$ cat src/rtl/dm_port_arbiter.sv
// Two-master round-robin arbiter with burst lock in front of the single-port data memory.
// Latency: grant and DM access in the same cycle; read data/rvalid one cycle after the read grant.
// Backpressure: a requester holds req and its access fields until its gnt; the loser simply waits.
//
// Ports:
//   clk, rst                         clock, synchronous active-high reset
//   mX_req/we/lock/addr/wdata        requester X access (X = 0: CPU ld/st, 1: halftone DMA)
//   mX_gnt                           access performed this cycle
//   mX_rvalid/rdata                  registered read return, rdata holds until X's next read
//   DM_read/write/address/in         data memory control (driven from the winner, zero when idle)
//   DM_out                           combinational read data from the data memory
module dm_port_arbiter #(
    parameter int DATA_W    = 32,
    parameter int ADDR_W    = 10,
    parameter int MAX_BURST = 16
) (
    input  logic              clk,
    input  logic              rst,
    input  logic              m0_req,
    input  logic              m0_we,
    input  logic              m0_lock,
    input  logic [ADDR_W-1:0] m0_addr,
    input  logic [DATA_W-1:0] m0_wdata,
    output logic              m0_gnt,
    output logic              m0_rvalid,
    output logic [DATA_W-1:0] m0_rdata,
    input  logic              m1_req,
    input  logic              m1_we,
    input  logic              m1_lock,
    input  logic [ADDR_W-1:0] m1_addr,
    input  logic [DATA_W-1:0] m1_wdata,
    output logic              m1_gnt,
    output logic              m1_rvalid,
    output logic [DATA_W-1:0] m1_rdata,
    output logic              DM_read,
    output logic              DM_write,
    output logic [ADDR_W-1:0] DM_address,
    output logic [DATA_W-1:0] DM_in,
    input  logic [DATA_W-1:0] DM_out
);

    localparam int CNT_W = $clog2(MAX_BURST + 1);
    localparam logic [CNT_W-1:0] MAX_CNT = CNT_W'(MAX_BURST);

    typedef enum logic [1:0] {
        IDLE  = 2'd0,
        LOCK0 = 2'd1,
        LOCK1 = 2'd2
    } state_t;

    state_t             state_q, state_d;
    logic               rr_ptr_q, rr_ptr_d;
    logic [CNT_W-1:0]   burst_cnt_q, burst_cnt_d;
    logic               m0_rvalid_q, m0_rvalid_d;
    logic               m1_rvalid_q, m1_rvalid_d;
    logic [DATA_W-1:0]  m0_rdata_q, m0_rdata_d;
    logic [DATA_W-1:0]  m1_rdata_q, m1_rdata_d;

    logic               gnt0, gnt1;
    logic [CNT_W-1:0]   next_cnt;

    // State register
    always_ff @(posedge clk) begin
        if (rst) begin
            state_q     <= IDLE;
            rr_ptr_q    <= 1'b0;
            burst_cnt_q <= '0;
            m0_rvalid_q <= 1'b0;
            m1_rvalid_q <= 1'b0;
            m0_rdata_q  <= '0;
            m1_rdata_q  <= '0;
        end else begin
            state_q     <= state_d;
            rr_ptr_q    <= rr_ptr_d;
            burst_cnt_q <= burst_cnt_d;
            m0_rvalid_q <= m0_rvalid_d;
            m1_rvalid_q <= m1_rvalid_d;
            m0_rdata_q  <= m0_rdata_d;
            m1_rdata_q  <= m1_rdata_d;
        end
    end

    // Winner selection and next state. A lock owner keeps priority only while it
    // still requests; otherwise plain round-robin arbitration runs in the same cycle.
    always_comb begin
        gnt0        = 1'b0;
        gnt1        = 1'b0;
        state_d     = IDLE;
        burst_cnt_d = '0;
        rr_ptr_d    = rr_ptr_q;
        next_cnt    = '0;
        m0_rvalid_d = 1'b0;
        m1_rvalid_d = 1'b0;
        m0_rdata_d  = m0_rdata_q;
        m1_rdata_d  = m1_rdata_q;

        if (!rst) begin
            if (state_q == LOCK0 && m0_req && burst_cnt_q < MAX_CNT) begin
                gnt0 = 1'b1;
            end else if (state_q == LOCK1 && m1_req && burst_cnt_q < MAX_CNT) begin
                gnt1 = 1'b1;
            end else if (m0_req && m1_req) begin
                if (rr_ptr_q) gnt1 = 1'b1;
                else          gnt0 = 1'b1;
            end else if (m0_req) begin
                gnt0 = 1'b1;
            end else if (m1_req) begin
                gnt1 = 1'b1;
            end
        end

        // burst_cnt counts grants in the current burst; the grant that would
        // reach MAX_BURST is the last one and drops the lock.
        if (gnt0) begin
            rr_ptr_d = 1'b1;
            next_cnt = ((state_q == LOCK0) ? burst_cnt_q : '0) + CNT_W'(1);
            if (m0_lock && next_cnt < MAX_CNT) begin
                state_d     = LOCK0;
                burst_cnt_d = next_cnt;
            end
            m0_rvalid_d = ~m0_we;
            if (!m0_we) m0_rdata_d = DM_out;
        end else if (gnt1) begin
            rr_ptr_d = 1'b0;
            next_cnt = ((state_q == LOCK1) ? burst_cnt_q : '0) + CNT_W'(1);
            if (m1_lock && next_cnt < MAX_CNT) begin
                state_d     = LOCK1;
                burst_cnt_d = next_cnt;
            end
            m1_rvalid_d = ~m1_we;
            if (!m1_we) m1_rdata_d = DM_out;
        end
    end

    // Outputs
    always_comb begin
        m0_gnt     = gnt0;
        m1_gnt     = gnt1;
        m0_rvalid  = m0_rvalid_q;
        m1_rvalid  = m1_rvalid_q;
        m0_rdata   = m0_rdata_q;
        m1_rdata   = m1_rdata_q;
        DM_read    = 1'b0;
        DM_write   = 1'b0;
        DM_address = '0;
        DM_in      = '0;
        if (gnt0) begin
            DM_read    = ~m0_we;
            DM_write   = m0_we;
            DM_address = m0_addr;
            DM_in      = m0_wdata;
        end else if (gnt1) begin
            DM_read    = ~m1_we;
            DM_write   = m1_we;
            DM_address = m1_addr;
            DM_in      = m1_wdata;
        end
    end

endmodule

$ cat config.mk
export PLATFORM = sky130hd
export DESIGN_NAME = dm_port_arbiter
export DESIGN_NICKNAME = d
export VERILOG_FILES = /design/src/rtl/dm_port_arbiter.sv
export SDC_FILE = /design/constraint.sdc
export NUM_CORES = 1
export LEC_CHECK = 0
export BUFFER_PORTS_ARGS = -buffer_cell sky130_fd_sc_hd__buf_2
export CAP_MARGIN = 15
export CORE_ASPECT_RATIO = 1.1
export CORE_MARGIN = 4
export CORE_UTILIZATION = 44
export DETAILED_ROUTE_END_ITERATION = 12
export PLACE_DENSITY = 0.92
export SLEW_MARGIN = 20
export SYNTH_ARGS = -nofsm -noshare
export SYNTH_HDL_FRONTEND = slang
export SYNTH_SLANG_ARGS = --single-unit
$ cat constraint.sdc
create_clock -name clk -period 4.25 [get_ports clk]
set_input_delay 0.425 -clock clk [delete_from_list [all_inputs] [get_ports clk]]
set_output_delay 0.425 -clock clk [all_outputs]
set_load 0.01 [all_outputs]
==> Word-level counts from Yosys, hierarchy flattened <==
Cells that the tools add are included.
{ "word_totals": {"regBits": 74, "latch_bits": 0, "ramBits": 0, "rom_bits": 0, "inputBits": 124, "out_inout_bits": 112, "word_cells": 62, "mem_count": 0} }
{ "classes": {"add_sub_neg": 2, "n_mul": 0, "div_mod_pow": 0, "order_cmp": 3, "eq_ne": 2, "n_shift": 0, "n_mux": 33, "bitwise_logic": 3, "reduce_logical": 12} }
{ "op_table": {"columns": ["operator", "n"], "rows": [
  ["$mux W32", 2],
  ["$mux W5", 6],
  ["$mux W1", 20],
  ["$mux W10", 2],
  ["$lt A5 B5 Y1 const B", 3],
  ["$add A5 B1 Y5 const B", 2],
  ["$logic_and A1 B1 Y1", 7],
  ["$mux W2", 3],
  ["$reduce_or A2 Y1", 2],
  ["$not A1 Y1", 3],
  ["$reduce_and A3 Y1", 1],
  ["$eq A2 B1 Y1 const B", 1],
  ["$eq A2 B2 Y1 const B", 1],
  ["$reduce_and A2 Y1", 1],
  ["$reduce_bool A2 Y1", 1]
]} }

==> Depth between registers and ports, before layout <==
Gate-level depths: netlist of the first run.
{ "depth": {"word_depth": 8, "mapped_depth": 7, "mapped_depth_nobuf": 7} }

==> Least setup slack after synthesis of the first run <==
No wires, ideal clock.
{ "synth_timing": {"kind": "register -> output", "start": "register state_q[1]", "end": "output port DM_address[0]", "t_arrival_ns": 1.747, "path_slack_ns": 2.078, "path_stages_with_launch": 5, "path_buffers": 1, "path_cell_list": "dfxtp_1 -> or3b_4 -> a211oi_2 -> clkbuf_1 -> a22o_1"} }
{ "synth_via": {"elab_chain_len": 8} }
{ "synth_lines": {"columns": ["item", "line_no", "text"], "rows": [
  ["start, declared", "51", "state_t state_q, state_d;"],
  ["start signal, assigned", "73", "state_q <= state_d;"],
  ["$eq A2 B2 Y1", "100", "end else if (state_q == LOCK1 && m1_req && burst_cnt_q < MAX_CNT) begin"],
  ["$logic_and A1 B1 Y1 (2 in a row)", "100", null],
  ["$mux W1", "100", null],
  ["$mux W1 (*)", "98", "if (state_q == LOCK0 && m0_req && burst_cnt_q < MAX_CNT) begin"],
  ["$mux W1 (*)", "97", "if (!rst) begin"],
  ["via m1_gnt", "32", "output logic m1_gnt,"],
  ["$mux W10 (*)", "152", "end else if (gnt1) begin"],
  ["$mux W10 (*)", "147", "if (gnt0) begin"],
  ["end, declared", "37", "output logic [ADDR_W-1:0] DM_address,"]
]} }
Mark *: on every way through the listed nets, which the timed path passes. The rest lies on a longest branch.

==> Final worst setup path of the first run <==
{ "layout_timing": {"start": "register burst_cnt_q[4]", "end": "output port DM_in[18]"} }
{ "layout_via": {"elab_chain_len": 7} }
{ "layout_lines": {"columns": ["item", "line_no", "text"], "rows": [
  ["start, declared", "53", "logic [CNT_W-1:0] burst_cnt_q, burst_cnt_d;"],
  ["start signal, assigned", "75", "burst_cnt_q <= burst_cnt_d;"],
  ["$lt A5 B5 Y1 (*)", "98, 100", null],
  ["$logic_and A1 B1 Y1", "100", null],
  ["$mux W1", "100", null],
  ["$mux W1", "98", null],
  ["$mux W1", "97", null],
  ["$mux W32", "152", null],
  ["$mux W32 (*)", "147", null],
  ["end, declared", "38", "output logic [DATA_W-1:0] DM_in,"]
]} }
Every way passes the cells marked *; elsewhere a longest branch is shown, timed or not.

==> impl_metrics.csv, run 1 <==
group,metric,value,unit
outcome,status,"finished, final reports clean",
place,pre_cts_ws,1.618,ns
power,power.internal,1268,uW
worst_setup_path,r2r_cells,5,
sta,drv_slew,0,
logic_synthesis,syn_inst,320,
worst_setup_path,cp_cell_sequence,"nor2b_1, o211a_1, or3_1, inv_2, a22o_1, buf_2",
sta,fin_worst_skew,0.008844,ns
logic_synthesis,synthArstFlopShare,0,%
clock_network,ctsLongestPathBuffers,2,
logic_synthesis,yosysTopAreaCellShare,44.25,%
worst_setup_path,cp_data_arrival_time,2.59,ns
detailed_routing,routed_wl,11.27,mm
worst_setup_path,crit_start,"burst_cnt_q[4]",
logic_synthesis,yosysTopAreaCell,"dfxtp_1",
worst_setup_path,crit_family,"buffers and inverters",
power,p_switching,415.3,uW
logic_synthesis,syn_nets,446,
floorplanning,initial_core_util,45.05,%
layout,final_nets,674,
layout,regArea,0.001481,mm2
sta,period_needed,3.011,ns
layout,multi_input_area,0.001734,mm2
floorplanning,rows,33,
sta,rsz0062_at_grt,"no",
layout,drive_gt1_share,47.38,%
clock_network,cts_resized,0,
worst_setup_path,timing.rr.end,"m0_rdata[30]",
sta,setup_viol,0,
sta,finalHoldViolCount,0,
clock_network,numCtsBuffers,9,
worst_setup_path,critPathSlowestCell,"inv_2",
floorplanning,die_h,99.49,um
clock_network,h-tree-depth,3,
global_route,grt.overflow.total,0,
power,switching_share,24.68,%
detailed_routing,first_pass_iters,4,
clock_network,postCtsHoldBufs,0,
worst_setup_path,r2r-start,"burst_cnt_q[4]",
run,drv_cap,0,
detailed_routing,drt_iter0_drc,122,
detailed_routing,num_vias,3341,
floorplanning,die_w,91.18,um
global_route,grt_pass1_wl,17.12,mm
logic_synthesis,synth_ff_type,"dfxtp_1",
global_route,antenna_found_initial,5,
logic_synthesis,yosys-top-cells-area,"dfxtp_1, a22o_1, mux2_1",
worst_setup_path,endpoint,"DM_in[18]",
floorplanning,die_area,0.009071,mm2
detailed_routing,vias_per_cell,5.196,
global_route,grt_max_degree,65,
sta,fin_ws,1.239,ns
layout,area_growth,43.91,%
clock_network,clock_sinks,74,
logic_synthesis,ys_types,38,
place,dp_hpwl,9.184,mm
logic_synthesis,synth_most_common_cell,"dfxtp_1",
floorplanning,fp.coreArea,0.007432,mm2
logic_synthesis,seq_area_frac_synth,44.25,%
detailed_routing,remaining_drc_errors,0,
sta,setup-tns-final,0,ns
detailed_routing,wl_per_cell,17.52,um
sta,worst_pin_slew,0.8353,ns
clock_network,postCtsSetupBuffers,0,
clock_network,insertion_delay,0.34,ns
worst_setup_path,path_depth,6,
power,clkPwrFrac,39.6,%
global_route,track_usage,23.82,%
worst_setup_path,cp_max_fo,44,
clock_network,cts_root_buf,"clkbuf_8",
logic_synthesis,syn_area_per_cell,10.46,um2
worst_setup_path,startpoint_type,"flop",
logic_synthesis,synth.top_cells.by_count,"dfxtp_1, a22o_1, nor2b_1",
floorplanning,pin_count,236,
power,power_frac_comb,16.6,%
worst_setup_path,timing.reg2reg.setup_slack,1.75,ns
logic_synthesis,synth_edf_count,0,
worst_setup_path,crit_path_end_kind,"output pin",
power,power.density,349.3,mW/mm2
global_route,grt_pass1_vias,3424,
sta,fin_crit_sh,70.84,%
worst_setup_path,cpPeakStageDelay,0.56,ns
worst_setup_path,required,3.83,ns
place,place_congestion,0.9538,
sta,fmax,332.2,MHz
sta,max-slew-margin-rel,44.32,%
power,seqPwrFrac,43.8,%
detailed_routing,drtAntennaViolNets,0,
worst_setup_path,path_class,"reg -> out",
clock_network,clk_pin_slew,0.08,ns
power,peakVddDrop,0.0002211,V
worst_setup_path,path_buf_inv,2,
clock_network,cts_tree,"yes",
worst_hold_path,hp-class,"in -> reg",
layout,fillCellCount,604,
logic_synthesis,synth_area,0.003348,mm2
place,port_buffers,235,
logic_synthesis,ys_ff_latch,74,
logic_synthesis,yosys_warnings,0,
power,cellLeakagePower,0.002522,uW
-- power groups by stage --
stage	registers, uW	logic, uW	clock network (uW)
6_report	738	279	666
2_1_floorplan	765	128	0
5_1_grt	741	304	706
3_5_place_dp	753	281	0
4_1_cts	738	282	681
3_3_place_gp	751	274	0
-- worst min-delay path by stage --
stage,start,to,slack [ns],cells after the start
final,DM_out[18],m0_rdata[18],0.30,2
after global routing,DM_out[9],m0_rdata[9],0.29,2
after CTS,DM_out[18],m0_rdata[18],0.28,2
after detailed placement,m1_rdata[17],m1_rdata[17],0.48,2
after global placement,m1_rdata[17],m1_rdata[17],0.47,2
after floorplan,rr_ptr_q,rr_ptr_q,0.48,2
-- state kept, by name (all words and copies together), names as in the netlist --
| name | flops |
|---|---|
| burst_cnt_q | 5 |
| m0_rdata | 32 |
| rr_ptr_q | 1 |
| m1_rdata | 32 |
| state_q | 2 |
| m0_rvalid | 1 |
| m1_rvalid | 1 |
-- final cells by class --
| class | instances | area share [%] |
|---|---|---|
| multi-input combinational | 217 | 35.99 |
| sequential | 74 | 30.75 |
| timing repair buffer | 240 | 25.19 |
| clock buffer | 10 | 2.856 |
| clock inverter | 6 | 2.337 |
| tap | 87 | 2.259 |
| inverter | 6 | 0.4674 |
| antenna | 3 | 0.1558 |
-- placed cells by master (no fill, tap or decap), types with 2 or more instances in the layout --
cell,count
nor2_1,33
o21ai_0,2
bufinv_16,3
inv_1,5
mux2i_1,32
buf_4,5
nor2b_1,35
clkbuf_8,10
xor2_1,3
and2_1,4
ha_1,2
diode_2,3
nand2_1,4
nand3_1,2
mux2_1,32
dfxtp_1,74
a22o_1,43
o32ai_1,3
buf_2,235
o31ai_1,2
a21oi_1,2
-- stage by stage --
stage	power [uW]	utilization [%]	cells	cell area, um2	hold WS, ns
floorplan	893.2	-	320	3348	0.4802
global placement	1025	61.36	624	4561	0.4681
detailed placement	1034	61.36	624	4561	0.4807
CTS	1700	64.73	640	4811	0.2828
global route	1751	64.83	643	4818	0.2859
finish	1683	64.83	643	4818	0.3038
-- per-layer routing --
metal	wire length (um)	track usage, %	vias up
met1	4010	23.62	1546
met3	1089	9.834	20
li1	-	-	1598
met2	5862	42.92	173
met4	282	11.60	4
met5	21	0	-
-- cells by family after synthesis --
group	synth area share, %
xor gates and xnor gates	1.047
muxes	20.33
AOI/OAI and AO/OA	15.47
adders and majority gates	0.7473
and+or+nand+nor	13.86
DFF	44.25
other	0.1120
buffers and inverters	4.185
Note: power is estimated with default switching activity, not from simulation.
==> run 2: changes to the inputs <==
- CORE_UTILIZATION: 44 -> 41
- PLACE_DENSITY: 0.92 -> 0.87
- clock period: 4.25 -> 2.82 ns (I/O delays scaled with it)
==> run 2 against run 1 <==
Cell area increased by 0.21%. Clock skew decreased by 0.00053 ns. Total power increased by 43%. Largest cell class unchanged. Largest power group unchanged.
==> impl_metrics.csv, run 2 (synthesized netlist as in run 1, its figures left out) <==
group,metric,value,unit
floorplanning,pin_count,236,
sta,finalHoldViolCount,0,
sta,fin_worst_skew,0.008318,ns
detailed_routing,drtAntennaViolNets,0,
global_route,grt_max_degree,46,
layout,fillCellCount,665,
outcome,status,"finished, final reports clean",
sta,fmax,388.2,MHz
clock_network,ctsLongestPathBuffers,2,
sta,fin_ws,0.2437,ns
clock_network,clk_pin_slew,0.08,ns
power,power.internal,1798,uW
worst_setup_path,cp_max_fo,44,
layout,area_growth,44.21,%
clock_network,cts_root_buf,"clkbuf_8",
power,cellLeakagePower,0.002520,uW
global_route,track_usage,21.09,%
floorplanning,die_w,94.16,um
clock_network,insertion_delay,0.33,ns
sta,setup-tns-final,0,ns
floorplanning,fp.coreArea,0.007955,mm2
clock_network,cts_tree,"yes",
place,dp_hpwl,8.553,mm
sta,rsz0062_at_grt,"no",
layout,multi_input_area,0.001734,mm2
global_route,grt_pass1_wl,16.28,mm
worst_setup_path,crit_path_end_kind,"output pin",
layout,final_nets,676,
power,seqPwrFrac,46.4,%
global_route,antenna_found_initial,0,
clock_network,numCtsBuffers,9,
layout,drive_gt1_share,47.21,%
power,p_switching,601.2,uW
power,power_frac_comb,17.7,%
sta,period_needed,2.576,ns
detailed_routing,vias_per_cell,5.032,
worst_setup_path,startpoint_type,"flop",
layout,diodes,0,
detailed_routing,remaining_drc_errors,0,
sta,setup_viol,0,
floorplanning,die_h,102.8,um
detailed_routing,routed_wl,10.55,mm
worst_hold_path,hp-class,"in -> reg",
power,switching_share,25.06,%
sta,fin_crit_sh,91.36,%
detailed_routing,first_pass_iters,4,
power,clkPwrFrac,36.0,%
layout,design_area,0.004828,mm2
layout,regArea,0.001481,mm2
power,peakVddDrop,0.0004198,V
layout,mostFrequentLayoutCells,"buf_2, dfxtp_1, a22o_1",
floorplanning,initial_core_util,42.09,%
floorplanning,die_area,0.009678,mm2
worst_setup_path,cp_data_arrival_time,2.29,ns
global_route,grt.overflow.total,0,
place,port_buffers,235,
place,place_congestion,0.9092,
place,pre_cts_ws,0.5424,ns
floorplanning,rows,34,
sta,worst_pin_slew,0.6796,ns
layout,layout_commonest_cell,"buf_2",
detailed_routing,drt_iter0_drc,73,
sta,drv_slew,0,
detailed_routing,num_vias,3336,
global_route,grt_pass1_vias,3348,
worst_setup_path,path_class,"reg -> out",
place,place_area,0.004614,mm2
run,drv_cap,0,
clock_network,h-tree-depth,3,
power,power.density,496.9,mW/mm2
sta,max-slew-margin-rel,54.31,%
clock_network,clock_sinks,74,
detailed_routing,wl_per_cell,15.91,um
worst_setup_path,required,2.54,ns
==> run 2: path summary, 6_finish.rpt <==
check,start,end,slack [ns],cells after the start
max,state_q[1],DM_address[8],0.24,7
min,DM_out[28],m0_rdata[28],0.17,2
max reg2reg,state_q[1],m0_rdata[9],0.58,5
min reg2reg,m1_rdata[25],m1_rdata[25],0.50,2
==> run 2: power groups by stage <==
stage / registers, uW / clock network, uW / logic [uW]
6_report: 1110 / 863 / 424
4_1_cts: 1110 / 889 / 426
5_1_grt: 1120 / 942 / 463
3_5_place_dp: 1140 / 0 / 425
2_1_floorplan: 1150 / 0 / 193
3_3_place_gp: 1130 / 0 / 414
==> run 2: metrics by stage <==
| stage | hold slack, ns | instances | util [%] | total power, uW |
|---|---|---|---|---|
| 3_3_place_gp | 0.4682 | 647 | 58.01 | 1547 |
| 3_5_place_dp | 0.4801 | 647 | 58.01 | 1560 |
| 2_1_floorplan | 0.4067 | 320 | - | 1346 |
| 6_report | 0.1743 | 663 | 60.70 | 2399 |
| 4_1_cts | 0.1532 | 663 | 60.65 | 2427 |
| 5_1_grt | 0.1591 | 663 | 60.70 | 2522 |
==> run 2: area by class of cell <==
type                    instances  share of cell area, %
well taps                     108                  2.799
clock buffers                  11                  2.721
repair buffers                242                  25.78
flip-flops and latches         74                  30.68
multi-input cells             217                  35.92
inverters                       6                 0.4664
clock inverters                 5                  1.633
==> run 2: timing repair <==
action	CTS	global route
hold buffers	0	0
hold endpoints to repair	0	0
setup buffers	0	0
setup endpoints to repair	0	1
gates resized for setup	0	1
==> run 2: critical path, stage by stage, from the launching register on <==
cell and delay, ns:
dfxtp_1 0.36, nor2b_1 0.15, o211a_1 0.22, or3_1 0.47, inv_2 0.09, buf_6 0.28
a22o_1 0.26, buf_2 0.15
==> run 2: layer usage <==
layer | share of wire (%) | wire length, um | GRT usage (%)
met1 | 35 | 3740 | 21.90
met4 | 2.8 | 296 | 9.667
met5 | 0 | 0 | 0
met2 | 52 | 5464 | 37.99
met3 | 9.9 | 1047 | 7.664
